[src/rtl/instr_mem_loader_if.sv]
// Byte-stream and instruction-memory write bus between a boot source and the loader.
// The master drives the byte stream and start request; the slave (loader) drives the rest.
interface instr_mem_loader_if #(
    parameter int ADDR_W = 10
);
    logic              in_start;
    logic [10:0]       in_word_count;
    logic              in_byte_valid;
    logic [7:0]        in_byte;
    logic              out_byte_ready;
    logic              out_mem_we;
    logic [ADDR_W-1:0] out_mem_addr;
    logic [31:0]       out_mem_wdata;
    logic              out_busy;
    logic              out_done;
    logic              out_error;
    logic [31:0]       out_checksum;

    modport master (
        output in_start, in_word_count, in_byte_valid, in_byte,
        input  out_byte_ready, out_mem_we, out_mem_addr, out_mem_wdata,
               out_busy, out_done, out_error, out_checksum
    );

    modport slave (
        input  in_start, in_word_count, in_byte_valid, in_byte,
        output out_byte_ready, out_mem_we, out_mem_addr, out_mem_wdata,
               out_busy, out_done, out_error, out_checksum
    );
endinterface

[src/rtl/instr_mem_loader.sv]
// Loads a little-endian byte stream into instruction memory one 32-bit word at a time,
// holding the core busy and keeping a running XOR checksum of the written words.
//
// state | meaning
// IDLE  | waiting for a start with a legal word count
// RECV  | accepting bytes 0..3 of the current word
// WRITE | single-cycle memory write of the assembled word
// DONE  | single-cycle completion pulse, then back to IDLE
module instr_mem_loader #(
    parameter int DEPTH  = 1024,
    parameter int ADDR_W = 10
) (
    input  logic                clk,
    input  logic                rst,
    instr_mem_loader_if.slave   bus
);
    typedef enum logic [1:0] {
        IDLE  = 2'd0,
        RECV  = 2'd1,
        WRITE = 2'd2,
        DONE  = 2'd3
    } state_t;

    localparam logic [10:0] DEPTH_C = 11'(DEPTH);

    state_t            state, state_nx;
    logic [1:0]        byte_idx;
    logic [23:0]       asm_q;
    logic [ADDR_W-1:0] word_addr;
    logic [10:0]       word_cnt;
    logic [10:0]       cnt_q;
    logic [ADDR_W-1:0] mem_addr_q;
    logic [31:0]       mem_wdata_q;
    logic [31:0]       checksum_q;
    logic              error_q;

    logic cnt_ok;
    logic xfer;
    logic last_word;

    assign cnt_ok    = (bus.in_word_count != 11'd0) && (bus.in_word_count <= DEPTH_C);
    assign xfer      = (state == RECV) && bus.in_byte_valid;
    // Completion comes from the latched count so the address never has to wrap.
    assign last_word = ((word_cnt + 11'd1) == cnt_q);

    always_ff @(posedge clk or negedge rst) begin
        if (!rst) state <= IDLE;
        else      state <= state_nx;
    end

    always_comb begin
        state_nx = state;
        case (state)
            IDLE:    if (bus.in_start && cnt_ok) state_nx = RECV;
            RECV:    if (xfer && (byte_idx == 2'd3)) state_nx = WRITE;
            WRITE:   state_nx = last_word ? DONE : RECV;
            DONE:    state_nx = IDLE;
            default: state_nx = IDLE;
        endcase
    end

    always_comb begin
        bus.out_byte_ready = (state == RECV);
        bus.out_mem_we     = (state == WRITE);
        bus.out_busy       = (state != IDLE);
        bus.out_done       = (state == DONE);
        bus.out_mem_addr   = mem_addr_q;
        bus.out_mem_wdata  = mem_wdata_q;
        bus.out_error      = error_q;
        bus.out_checksum   = checksum_q;
    end

    always_ff @(posedge clk or negedge rst) begin
        if (!rst) begin
            byte_idx    <= 2'd0;
            asm_q       <= 24'd0;
            word_addr   <= '0;
            word_cnt    <= 11'd0;
            cnt_q       <= 11'd0;
            mem_addr_q  <= '0;
            mem_wdata_q <= 32'd0;
            checksum_q  <= 32'd0;
            error_q     <= 1'b0;
        end else begin
            case (state)
                IDLE: begin
                    if (bus.in_start) begin
                        if (cnt_ok) begin
                            byte_idx   <= 2'd0;
                            asm_q      <= 24'd0;
                            word_addr  <= '0;
                            word_cnt   <= 11'd0;
                            cnt_q      <= bus.in_word_count;
                            checksum_q <= 32'd0;
                            error_q    <= 1'b0;
                        end else begin
                            error_q <= 1'b1;
                        end
                    end
                end
                RECV: begin
                    if (bus.in_byte_valid) begin
                        byte_idx <= byte_idx + 2'd1;
                        case (byte_idx)
                            2'd0: asm_q[7:0]   <= bus.in_byte;
                            2'd1: asm_q[15:8]  <= bus.in_byte;
                            2'd2: asm_q[23:16] <= bus.in_byte;
                            default: begin
                                mem_addr_q  <= word_addr;
                                mem_wdata_q <= {bus.in_byte, asm_q};
                            end
                        endcase
                    end
                end
                WRITE: begin
                    checksum_q <= checksum_q ^ mem_wdata_q;
                    word_cnt   <= word_cnt + 11'd1;
                    if (!last_word) word_addr <= word_addr + ADDR_W'(1);
                end
                default: ;
            endcase
        end
    end
endmodule
[src/flat_wrapper.sv]
// flat-port wrapper written by rule: the top's interface ports become plain ports
module instr_mem_loader_flat 
#(
    parameter int DEPTH  = 1024,
    parameter int ADDR_W = 10
)
  (clk, rst, bus_in_start, bus_in_word_count, bus_in_byte_valid, bus_in_byte, bus_out_byte_ready, bus_out_mem_we, bus_out_mem_addr, bus_out_mem_wdata, bus_out_busy, bus_out_done, bus_out_error, bus_out_checksum);
  instr_mem_loader_if #(.ADDR_W(ADDR_W)) bus_i ();
  input  logic clk;
  input  logic rst;
  input wire logic [$bits(bus_i.in_start)-1:0] bus_in_start;
  input wire logic [$bits(bus_i.in_word_count)-1:0] bus_in_word_count;
  input wire logic [$bits(bus_i.in_byte_valid)-1:0] bus_in_byte_valid;
  input wire logic [$bits(bus_i.in_byte)-1:0] bus_in_byte;
  output wire logic [$bits(bus_i.out_byte_ready)-1:0] bus_out_byte_ready;
  output wire logic [$bits(bus_i.out_mem_we)-1:0] bus_out_mem_we;
  output wire logic [$bits(bus_i.out_mem_addr)-1:0] bus_out_mem_addr;
  output wire logic [$bits(bus_i.out_mem_wdata)-1:0] bus_out_mem_wdata;
  output wire logic [$bits(bus_i.out_busy)-1:0] bus_out_busy;
  output wire logic [$bits(bus_i.out_done)-1:0] bus_out_done;
  output wire logic [$bits(bus_i.out_error)-1:0] bus_out_error;
  output wire logic [$bits(bus_i.out_checksum)-1:0] bus_out_checksum;
  assign bus_i.in_start = bus_in_start;
  assign bus_i.in_word_count = bus_in_word_count;
  assign bus_i.in_byte_valid = bus_in_byte_valid;
  assign bus_i.in_byte = bus_in_byte;
  assign bus_out_byte_ready = bus_i.out_byte_ready;
  assign bus_out_mem_we = bus_i.out_mem_we;
  assign bus_out_mem_addr = bus_i.out_mem_addr;
  assign bus_out_mem_wdata = bus_i.out_mem_wdata;
  assign bus_out_busy = bus_i.out_busy;
  assign bus_out_done = bus_i.out_done;
  assign bus_out_error = bus_i.out_error;
  assign bus_out_checksum = bus_i.out_checksum;
  instr_mem_loader #(.DEPTH(DEPTH), .ADDR_W(ADDR_W)) u_core (.clk(clk), .rst(rst), .bus(bus_i));
endmodule
[config.mk]
export PLATFORM = sky130hd
export DESIGN_NAME = instr_mem_loader_flat
export DESIGN_NICKNAME = d
export VERILOG_FILES = /design/src/rtl/instr_mem_loader_if.sv /design/src/rtl/instr_mem_loader.sv /design/src/flat_wrapper.sv
export SDC_FILE = /design/constraint.sdc
export NUM_CORES = 1
export LEC_CHECK = 0
export ABC_AREA = 1
export CAP_MARGIN = 20
export CORE_MARGIN = 2
export CORE_UTILIZATION = 44
export DETAILED_ROUTE_END_ITERATION = 12
export PLACE_DENSITY = 0.7
export SYNTH_ARGS = -nofsm -noshare
export SYNTH_HDL_FRONTEND = slang
export SYNTH_SLANG_ARGS = --single-unit
[constraint.sdc]
create_clock -name clk -period 1.6 [get_ports clk]
set_input_delay 0.32 -clock clk [delete_from_list [all_inputs] [get_ports clk]]
set_output_delay 0.32 -clock clk [all_outputs]
set_load 0.02 [all_outputs]
==> results by group, run 1 <==
Global routing
  – Largest net degree at the start of global routing: 48
  – First-pass GRT wire length: 26.4 mm
  – Vias in the first global route: 5442
  – Initial antenna violation count: 0
  – Global Route Usage Sum: 22.7%
  – GRT overflow: 0

Setup path
  – Critical Path Source Type: register
  – WP data required: roughly 1900 ps
  – Reg2Reg Depth: 13
  – Reg2Reg Capture Point: u_core.word_addr[8]
  – Critical path class: reg -> reg
  – R2r startpoint: u_core.word_cnt[0]
  – R2R Setup Slk: -440 ps
  – Worst Path Max Fanout: 5
  – CP arrival: 2350 ps
  – Setup crit end kind: register

Clock network
  – Worst-Skew Late Latency: 420 ps
  – CTS tree: done
  – Htree depth: 4
  – Worst-path clk slew: 60 ps
  – CTS buffer count: 17
  – CTS max path bufs: 2
  – Root Driver: clkbuf_16
  – CTS sink cnt: about 140

STA
  – Hold Vio Cnt, Final: 0
  – Part of the cycle the worst path needs: 127%
  – Post-layout min period: around 2000 ps
  – Hold WS: ~140 ps
  – RSZ-0062 raised after global routing: yes
  – Setup ws final: -439 ps
  – Setup TNS Final: -13660 ps
  – Slew @ Worst Pin: 390 ps
  – Fmax: 0.490 GHz
  – Max_slew headroom: 74.0%
  – Clk_skew: 7.93 ps
  – Finish-stage setup viols: 90
  – Slew Viols, Final: 0

Layout
  – P&R area growth vs syn: 51.0%
  – Most frequent cells in the layout: dfrtp_1, nand2_1, dlygate4sd2_1
  – Fill count: 1007
  – Final net count: 882
  – ANT cells: 0
  – Layout cells sized above 1: about 32%
  – Commonest non-fill, non-tap cell in the layout: dfrtp_1

Routing
  – Vias: between 5000 and 6000
  – DR pass1 iterations: 4
  – Final wirelength: 17.7 mm
  – Drt drc: 0
  – Iter 0 DRT Violations: 310
  – Remaining antenna violation count after routing: 0
  – Average wire per standard cell: 17.0 um
  – Vias per cell: 5.15

Power
  – Pwr dens: 1740 nW/um^2
  – Peak supply drop: 1.07 mV
  – Leakage: 5.02 nW
  – Total Power: 0.0163 W

Place
  – IO buf count: 101
  – DP HPWL: 11.0 mm
  – Final GP Congestion: 0.850

Yosys
  – Synth top area cells: dfrtp_1, nand2_1, mux2_2
  – Mapped Cells: 652
  – Synthesized area per cell: 9.55 sq um
  – Sequential area share after synthesis: between 50% and 60%
  – EDFF count, synth: 0
  – Yosys reg bits: 135
  – Area leader, netlist: dfrtp_1
  – Synth top area share: 54.3%
  – Unique cell type count in the Yosys netlist: 32
  – Top FF cell, synth: dfrtp_1
  – Syn Nets: 682
  – Asr flop ratio synth: between 90% and 100%
  – Synth Cell Area: 6220 sq um
  – Syn. warnings: 0

Floorplan
  – # IOs: 102
  – DIE AREA: 15100 sq um
  – Core area: approximately 14000 sq um
  – Initial cell density of the core: 45.0%
  – Die W: about 120 um
  – Die H: about 120 um
  – Row count: 43

Min path
  – Worst hold path endpoint: u_core.cnt_q[4]
  – Hold Path Class: in -> reg
  – Hold depth: 3
  – Startpoint of the worst hold path: bus_in_word_count[4]

Outcome
  – Failing checks: setup timing
  – Status: complete, but fails checks

Job
  – Max Cap Viol: 0
==> cells by family (layout without fill, tap and decap cells) <==
family / Yosys count / in the layout / synth area share [%]
multiplexers: 35 / 35 / 6.33
XOR/XNOR: 35 / 35 / 5.15
flip-flops: 135 / 135 / 54.3
buffers and inverters: 103 / 314 / 7.36
adder cells (fa/ha/maj): 7 / 7 / 1.41
AND/OR/NAND/NOR: 246 / 246 / 16.9
AO/OA/AOI/OAI: 91 / 93 / 8.54
==> area by class of cell <==
type	instances	area (sq um)	share of cell area (%)
clock buffers	20	457	4.86
clock inverters	12	118	1.25
inverters	82	328	3.49
multi-input cells	416	2840	30.2
flip-flops and latches	135	3380	36.0
well taps	180	225	2.40
repair buffers	200	2050	21.8
==> per-stage QoR <==
step                      util (%)  setup WS [ps]  area [sq um]  std cells
after CTS                     62.6           -375          8660       1018
after global placement        57.1           -542          7900        974
final                         68.0           -439          9400       1045
after detailed placement      57.1           -606          7900        974
after floorplan                  -          -81.3          6250        652
after global routing          68.0           -525          9400       1045
==> how the worst max path moves through the flow <==
stage,to,startpoint,cells after the start
2_1_floorplan,u_core.word_addr[8],u_core.word_cnt[0],13
3_3_place_gp,u_core.word_cnt[10],bus_in_word_count[5],9
3_5_place_dp,u_core.word_cnt[6],bus_in_word_count[5],9
4_1_cts,u_core.word_addr[4],u_core.word_cnt[1],13
5_1_grt,u_core.word_addr[1],u_core.word_cnt[0],13
6_report,u_core.word_addr[8],u_core.word_cnt[0],13
==> sequential cells by signal (all words and copies together) (netlist names) <==
name,count
u_core.bus.out_mem_wdata,32
u_core.bus.out_checksum,32
u_core.bus.out_mem_addr,10
u_core.byte_idx,2
u_core.word_addr,10
u_core.cnt_q,11
u_core.bus.out_error,1
u_core.word_cnt,11
u_core.state,2
u_core.asm_q,24
==> critical path, stage by stage (launching register included) <==
cell and delay (ps):
dfrtp_1 430, ha_4 210, nand2_4 90, nor2_4 120
nand2_1 60, nand2_1 80, nor2_1 50, nor2_2 120
nand3_1 100, nor2_2 180, nand3_4 160, clkbuf_16 200
nand3_2 60, nand2_1 60
==> routing by layer <==
layer	vias to the layer above	track usage (%)	wire (um)
met5	-	0	0
met4	0	7.40	320
met3	30	6.32	788
met2	152	37.2	9180
met1	2680	29.2	7430
li1	2516	-	-
==> power by group <==
part | switching [W] | internal [W]
clock network | 0.00157 | 0.00224
registers | 0.000995 | 0.00453
logic | 0.00382 | 0.00318
==> synth_stat cells, types with 5 or more instances <==
cell type	number
dfrtp_1	135
o21ai_1	8
inv_1	79
a21oi_1	10
o21ai_0	45
xor2_1	19
xnor2_1	15
nand3_1	42
nand2_1	152
ha_1	7
nand4_1	6
a22oi_1	18
mux2_2	35
buf_2	7
o22ai_1	5
nor2_1	32
clkbuf_1	7
==> repair_timing <==
item / 4_1_cts / 5_1_grt
pin swaps: 5 / 33
hold endpoints to repair: 33 / 0
resized for setup: 124 / 171
endpoints found under the setup margin: 161 / 124
setup buffers: 8 / 25
cloned: 3 / 6
hold buffers: 1 / 0
Note: power is estimated with default switching activity, not from simulation.
==> inputs of run 2 (changes only) <==
--- a/config.mk
+++ b/config.mk
@@ -10,7 +10,9 @@
 export CORE_MARGIN = 2
 export CORE_UTILIZATION = 44
 export DETAILED_ROUTE_END_ITERATION = 12
-export PLACE_DENSITY = 0.7
+export DONT_BUFFER_PORTS = 1
+export PLACE_DENSITY = 0.57
+export REMOVE_ABC_BUFFERS = 1
 export SYNTH_ARGS = -nofsm -noshare
 export SYNTH_HDL_FRONTEND = slang
 export SYNTH_SLANG_ARGS = --single-unit
==> run 2 against run 1 <==
  * Sequential power grew 16%
  * The flow finishes with violations (hold timing, setup timing)
  * Critical endpoint is now u_core.word_addr[5]
  * Routed wire length shrank 12%
  * Count of clock-buffer cells in the layout is 1 lower
  * Global-route usage decreased by 1.9 points
  * Register-to-register slack better by 90 ps
  * Design area is 10% lower
  * Critical path depth rose by 1
  * Maximum frequency up 4.9%
  * Sequential share of layout area rose by 4.1 points
  * Clock skew grew 2.0 ps
  * First-iteration DRC count fell by 0.32%
  * Cell count shrank 12%
==> results by group, run 2 (synthesized netlist as in run 1, its figures left out) <==
Routing
  – Metal-1 WL: 6.44 mm (-13%)
  – DR pass1 iterations: 4 (unchanged)
  – Drt drc: 0 (unchanged)
  – Final wirelength: 15.6 mm (-12%)
  – Top Metal Used: met4
  – Remaining antenna violation count after routing: 0 (unchanged)
  – Vias: 4771 (-11%)
  – Vias per cell: 5.18 (+0.66%)
  – DR WL met2: 8.10 mm (-12%)
  – Iter 0 DRT Violations: 309 (-0.32%)
  – DR WL met3: 828 um (+5.1%)
  – Average wire per standard cell: 16.9 um (-0.14%)

STA
  – Clk_skew: 9.94 ps (+2.00 ps)
  – Hold Vio Cnt, Final: 135 (+135)
  – Post-layout min period: 1940 ps (-94.5 ps)
  – Slew @ Worst Pin: 350 ps (-39.2 ps)
  – Max_slew headroom: 76.5% (+2.4 points)
  – Setup ws final: -345 ps (+94.5 ps)
  – RSZ-0062 raised after global routing: yes
  – Part of the cycle the worst path needs: 122% (-5.9 points)
  – Fmax: 0.514 GHz (+4.9%)
  – Slew Viols, Final: 0 (unchanged)
  – Finish-stage setup viols: 78 (-13%)
  – Hold WS: -405 ps (-548 ps)

Power
  – Pwr dens: 1850 nW/um^2 (+6.2%)
  – Peak supply drop: 1.20 mV (+12%)
  – Total Power: 0.0156 W (-4.7%)
  – Leakage: 4.22 nW (-16%)

Clock network
  – Htree depth: 4 (unchanged)
  – CTS buffer count: 17 (unchanged)
  – Root Driver: clkbuf_16
  – CTS Hold Bufs: 2 (+1)
  – CTS tree: done
  – Worst-path clk slew: 60 ps (about the same)
  – CTS sink cnt: 135 (unchanged)
  – Worst-Skew Late Latency: 420 ps (about the same)
  – CTS max path bufs: 2 (unchanged)

Floorplan
  – # IOs: 102 (unchanged)
  – DIE AREA: 15100 sq um (unchanged)
  – Initial cell density of the core: 45.0% (unchanged)
  – Row count: 43 (unchanged)
  – Die W: 123 um (unchanged)
  – Core area: 13800 sq um (unchanged)
  – Die H: 123 um (unchanged)

Setup path
  – R2r startpoint: u_core.word_cnt[1]
  – CP arrival: 2250 ps (-100 ps)
  – Slowest library cell on the worst path: dfrtp_1
  – Crit path top cell by count: nand2_1
  – Worst Path Max Fanout: 5 (unchanged)
  – Reg2Reg Depth: 14 (+1)
  – R2R Setup Slk: -340 ps (+90 ps)
  – Crit path buf inv count: 3 (+2)
  – WP data required: 1910 ps (about the same)
  – Critical path class: reg -> reg
  – Cells along the critical path: buf_6 -> nand2_2 -> nor2_4 -> nand2_1 -> nand2_1 -> nor2_1 -> nor2_1 -> nand3_2 -> nor2_2 -> nand3_4 -> buf_12 -> buf_16 -> nand3_2 -> nand2_1
  – CP max stage delay: 410 ps (-20 ps)
  – Reg2Reg Capture Point: u_core.word_addr[5]
  – Cell family contributing the most delay on the critical path: simple AND/OR/NAND/NOR gates
  – Critical Path Source Type: register
  – Setup crit end kind: register

Place
  – IO buf count: 0 (-100%)
  – DP HPWL: 9.50 mm (-13%)
  – Final GP Congestion: 0.872 (+2.5%)

Global routing
  – Global Route Usage Sum: 20.8% (-1.9 points)
  – GRT overflow: 0 (unchanged)
  – Initial antenna violation count: 0 (unchanged)
  – Largest net degree at the start of global routing: 136 (+180%)
  – First-pass GRT wire length: 23.9 mm (-9.6%)
  – Vias in the first global route: 4855 (-11%)

Layout
  – Fill count: 1134 (+13%)
  – Most frequent cells in the layout: dfrtp_1, nand2_1, inv_1
  – Commonest non-fill, non-tap cell in the layout: dfrtp_1
  – P&R area growth vs syn: 35.5%
  – Final net count: 758 (-14%)
  – ANT cells: 0 (unchanged)
  – Layout cells sized above 1: 34.3% (+2.0 points)
  – Fin util: 61.0% (-7.0 points)

Outcome
  – Failing checks: hold timing, setup timing
  – Status: complete, but fails checks

Job
  – Max Cap Viol: 0 (unchanged)

Min path
  – Hold Path Class: in -> async
[run 2: final cells by class]
cell class,instances,area [sq um],share of cell area (%)
flip-flops and latches,135,3380,40.1
multi-input cells,414,2860,33.9
repair buffers,78,1040,12.3
clock buffers,19,453,5.37
inverters,82,323,3.83
well taps,180,225,2.67
clock inverters,13,153,1.81
[run 2: worst max-delay path by stage]
stage / from / endpoint / cells after the start
after floorplan: u_core.state[0] / u_core.word_addr[0] / 9
after global placement: u_core.word_cnt[0] / u_core.word_addr[1] / 13
after detailed placement: u_core.word_cnt[1] / u_core.word_addr[2] / 13
after CTS: u_core.word_cnt[1] / u_core.word_addr[3] / 14
after global routing: u_core.word_cnt[1] / u_core.word_addr[6] / 14
final: u_core.word_cnt[1] / u_core.word_addr[5] / 14
[run 2: routing by layer]
metal,vias up,track usage (%)
met5,-,0
met4,0,8.33
met3,16,6.41
met2,109,34.6
met1,2382,25.2
li1,2264,-
[run 2: power breakdown]
group          total (W)  internal, W  switching, W
Combinational    0.00511      0.00260       0.00252
Sequential       0.00644      0.00452       0.00192
Clock            0.00401      0.00252       0.00149
Total             0.0156      0.00963       0.00593
[run 2: per-stage QoR]
stage | std cells | hold WS (ps) | setup TNS (ps) | worst slack (ps) | instance area, sq um
2_1_floorplan | 631 | 24.4 | -23450 | -552 | 6070
3_3_place_gp | 854 | 28.2 | -2830 | -229 | 6720
3_5_place_dp | 854 | 29.0 | -5010 | -415 | 6720
4_1_cts | 903 | -426 | -5500 | -362 | 7700
5_1_grt | 921 | -425 | -13140 | -473 | 8430
6_report | 921 | -405 | -7040 | -345 | 8430
[run 2: timing repair]
action | in CTS | in global routing
pin swaps | 19 | 27
gates cloned | 4 | 8
setup buffers | 12 | 11
gates resized for setup | 34 | 157
setup endpoints to repair | 23 | 125
endpoints found under the hold margin | 137 | 135
[run 2: worst reg2reg max path, stage by stage (launching register included)]
cell and delay, ps:
dfrtp_1 410, buf_6 130, nand2_2 70, nor2_4 180, nand2_1 70, nand2_1 80, nor2_1 40, nor2_1 120
nand3_2 110, nor2_2 160, nand3_4 100, buf_12 140, buf_16 130, nand3_2 60, nand2_1 50
==> inputs of run 3 (changes only) <==
--- a/config.mk
+++ b/config.mk
@@ -8,10 +8,10 @@
 export ABC_AREA = 1
 export CAP_MARGIN = 20
 export CORE_MARGIN = 2
-export CORE_UTILIZATION = 44
+export CORE_UTILIZATION = 57
 export DETAILED_ROUTE_END_ITERATION = 12
 export DONT_BUFFER_PORTS = 1
-export PLACE_DENSITY = 0.57
+export PLACE_DENSITY = 0.71
 export REMOVE_ABC_BUFFERS = 1
 export SYNTH_ARGS = -nofsm -noshare
 export SYNTH_HDL_FRONTEND = slang
==> run 3 against run 2 <==
  * The flow still finishes with violations (hold timing, setup timing)
  * Routed wire length is 5.5% lower
  * Via count grew 0.73%
  * First-iteration DRC count grew 7.1%
  * Clock skew shrank 1.3 ps
==> results by group, run 3 (synthesized netlist as in run 1, its figures left out) <==
STA
  – Slew Viols, Final: 0 (unchanged)
  – Fmax: 0.518 GHz (+0.71%)
  – Post-layout min period: 1930 ps (-13.7 ps)
  – Setup ws final: -331 ps (+13.7 ps)
  – Hold WS: -522 ps (-117 ps)
  – Setup TNS Final: -9510 ps (-2470 ps)
  – Hold Vio Cnt, Final: 135 (unchanged)
  – Slew @ Worst Pin: 361 ps (+10.4 ps)
  – RSZ-0062 raised after global routing: yes
  – Part of the cycle the worst path needs: 121% (-0.86 points)
  – Max_slew headroom: 75.8% (-0.70 points)
  – Finish-stage setup viols: 51 (-35%)
  – Clk_skew: 8.62 ps (-1.31 ps)

Clock network
  – Htree depth: 4 (unchanged)
  – CTS sink cnt: 135 (unchanged)
  – Root Driver: clkbuf_8
  – CTS buffer count: 17 (unchanged)
  – CTS max path bufs: 2 (unchanged)
  – Worst-Skew Late Latency: 540 ps (+120 ps)
  – CTS tree: done
  – CTS Hold Bufs: 18 (+16)
  – Worst-path clk slew: 60 ps (about the same)

Place
  – DP HPWL: 9.16 mm (-3.6%)
  – Final GP Congestion: 0.901 (+3.4%)
  – IO buf count: 0 (unchanged)
  – Placed cell count: 815 (-4.6%)

Layout
  – Final net count: 758 (unchanged)
  – Commonest non-fill, non-tap cell in the layout: nand2_1
  – ANT cells: 0 (unchanged)
  – Most frequent cells in the layout: nand2_1, dfrtp_1, inv_1
  – P&R area growth vs syn: 25.9%
  – Finished Layout Cells: 881 (-4.3%)
  – Fin util: 72.9% (+12 points)
  – Layout cells sized above 1: 25.4% (-8.9 points)

Routing
  – Vias per cell: 5.46 (+5.3%)
  – Iter 0 DRT Violations: 331 (+7.1%)
  – Final wirelength: 14.7 mm (-5.5%)
  – Vias: 4806 (+0.73%)
  – Drt drc: 0 (unchanged)
  – Average wire per standard cell: 16.7 um (-1.2%)
  – Remaining antenna violation count after routing: 0 (unchanged)
  – DR pass1 iterations: 4 (unchanged)

Global routing
  – Largest net degree at the start of global routing: 136 (unchanged)
  – Vias in the first global route: 4877 (+0.45%)
  – First-pass GRT wire length: 23.7 mm (-0.52%)
  – Initial antenna violation count: 0 (unchanged)
  – Global Route Usage Sum: 26.8% (+6.0 points)
  – GRT overflow: 0 (unchanged)

Outcome
  – Status: complete, but fails checks
  – Failing checks: hold timing, setup timing

Setup path
  – WP data required: 2020 ps (+110 ps)
  – Critical Path Source Type: register
  – CP arrival: 2350 ps (+100 ps)
  – Worst Path Max Fanout: 8 (+3)
  – Critical path class: reg -> reg
  – Setup crit end kind: register

Power
  – Pwr dens: 1800 nW/um^2 (-2.4%)
  – Leakage: 4.02 nW (-4.8%)
  – Peak supply drop: 1.47 mV (+23%)

Floorplan
  – Row count: 38 (-12%)
  – Die H: 109 um (-12%)
  – Core area: 10700 sq um (-22%)
  – Die W: 109 um (-12%)
  – DIE AREA: 11800 sq um (-22%)
  – Initial cell density of the core: 57.9% (+13 points)
  – # IOs: 102 (unchanged)

Min path
  – Hold Path Class: in -> async

Job
  – Max Cap Viol: 0 (unchanged)
[run 3: repair_timing]
item / in CTS / in global routing
pin swaps: 9 / 17
cloned: 4 / 0
hold endpoints to repair: 171 / 135
setup buffers: 8 / 5
endpoints found under the setup margin: 36 / 131
resized for setup: 33 / 61
[run 3: metal layers]
metal | global-route usage (%) | vias up | part of all wire, %
met2 | 45.6 | 163 | 52
met3 | 7.47 | 21 | 5.9
met1 | 32.5 | 2354 | 41
li1 | - | 2268 | -
met4 | 9.89 | 0 | 1.5
met5 | 0 | - | 0
[run 3: area by class of cell]
type                    count  area [sq um]
flip-flops and latches    135          3380
fillers                   796          2910
multi-input cells         414          2570
repair buffers             78           873
clock buffers              19           422
inverters                  82           317
well taps                 140           175
clock inverters            13           101
[run 3: report_power, final]
group / switching, W / leakage, nW / internal (W)
registers: 0.00188 / 1.79 / 0.00452
logic: 0.00216 / 1.97 / 0.00211
clock network: 0.00153 / 0.256 / 0.00192
total: 0.00557 / 4.02 / 0.00855
[run 3: critical path: stages (launching register included)]
cell     delay [ps]
dfrtp_1         420
ha_4            290
inv_2            30
nand2_1          50
nand3_1          70
nor2_1          120
nand2_1          70
nor2_1          110
nand3_1          80
nor2_1          120
nand3_2         160
buf_6           180
nand3_2          50
nand2_1          50
[run 3: stage by stage]
| stage | total power, W | instance area (sq um) | hold WS (ps) | setup slack, ps |
|---|---|---|---|---|
| 6_report | 0.0141 | 7840 | -522 | -331 |
| 5_1_grt | 0.0149 | 7840 | -546 | -429 |
| 4_1_cts | 0.0139 | 7680 | -546 | -281 |
| 3_5_place_dp | 0.00984 | 6670 | 28.4 | -365 |
| 3_3_place_gp | 0.00962 | 6670 | 28.5 | -244 |
| 2_1_floorplan | 0.00839 | 6070 | 24.4 | -552 |
[run 3: path summary, 6_finish.rpt]
path,start,end,slack (ps),cells past startpoint
setup / recovery,u_core.word_cnt[0],u_core.word_addr[5],-330,13
hold / removal,rst,u_core.cnt_q[6],-520,0
setup reg to reg,u_core.word_cnt[0],u_core.word_addr[5],-330,13
hold reg to reg,u_core.asm_q[10],u_core.asm_q[10],480,2
max in group asynchronous,rst,u_core.state[0],1860,0
min in group clk,bus_in_byte[5],u_core.asm_q[5],20,2
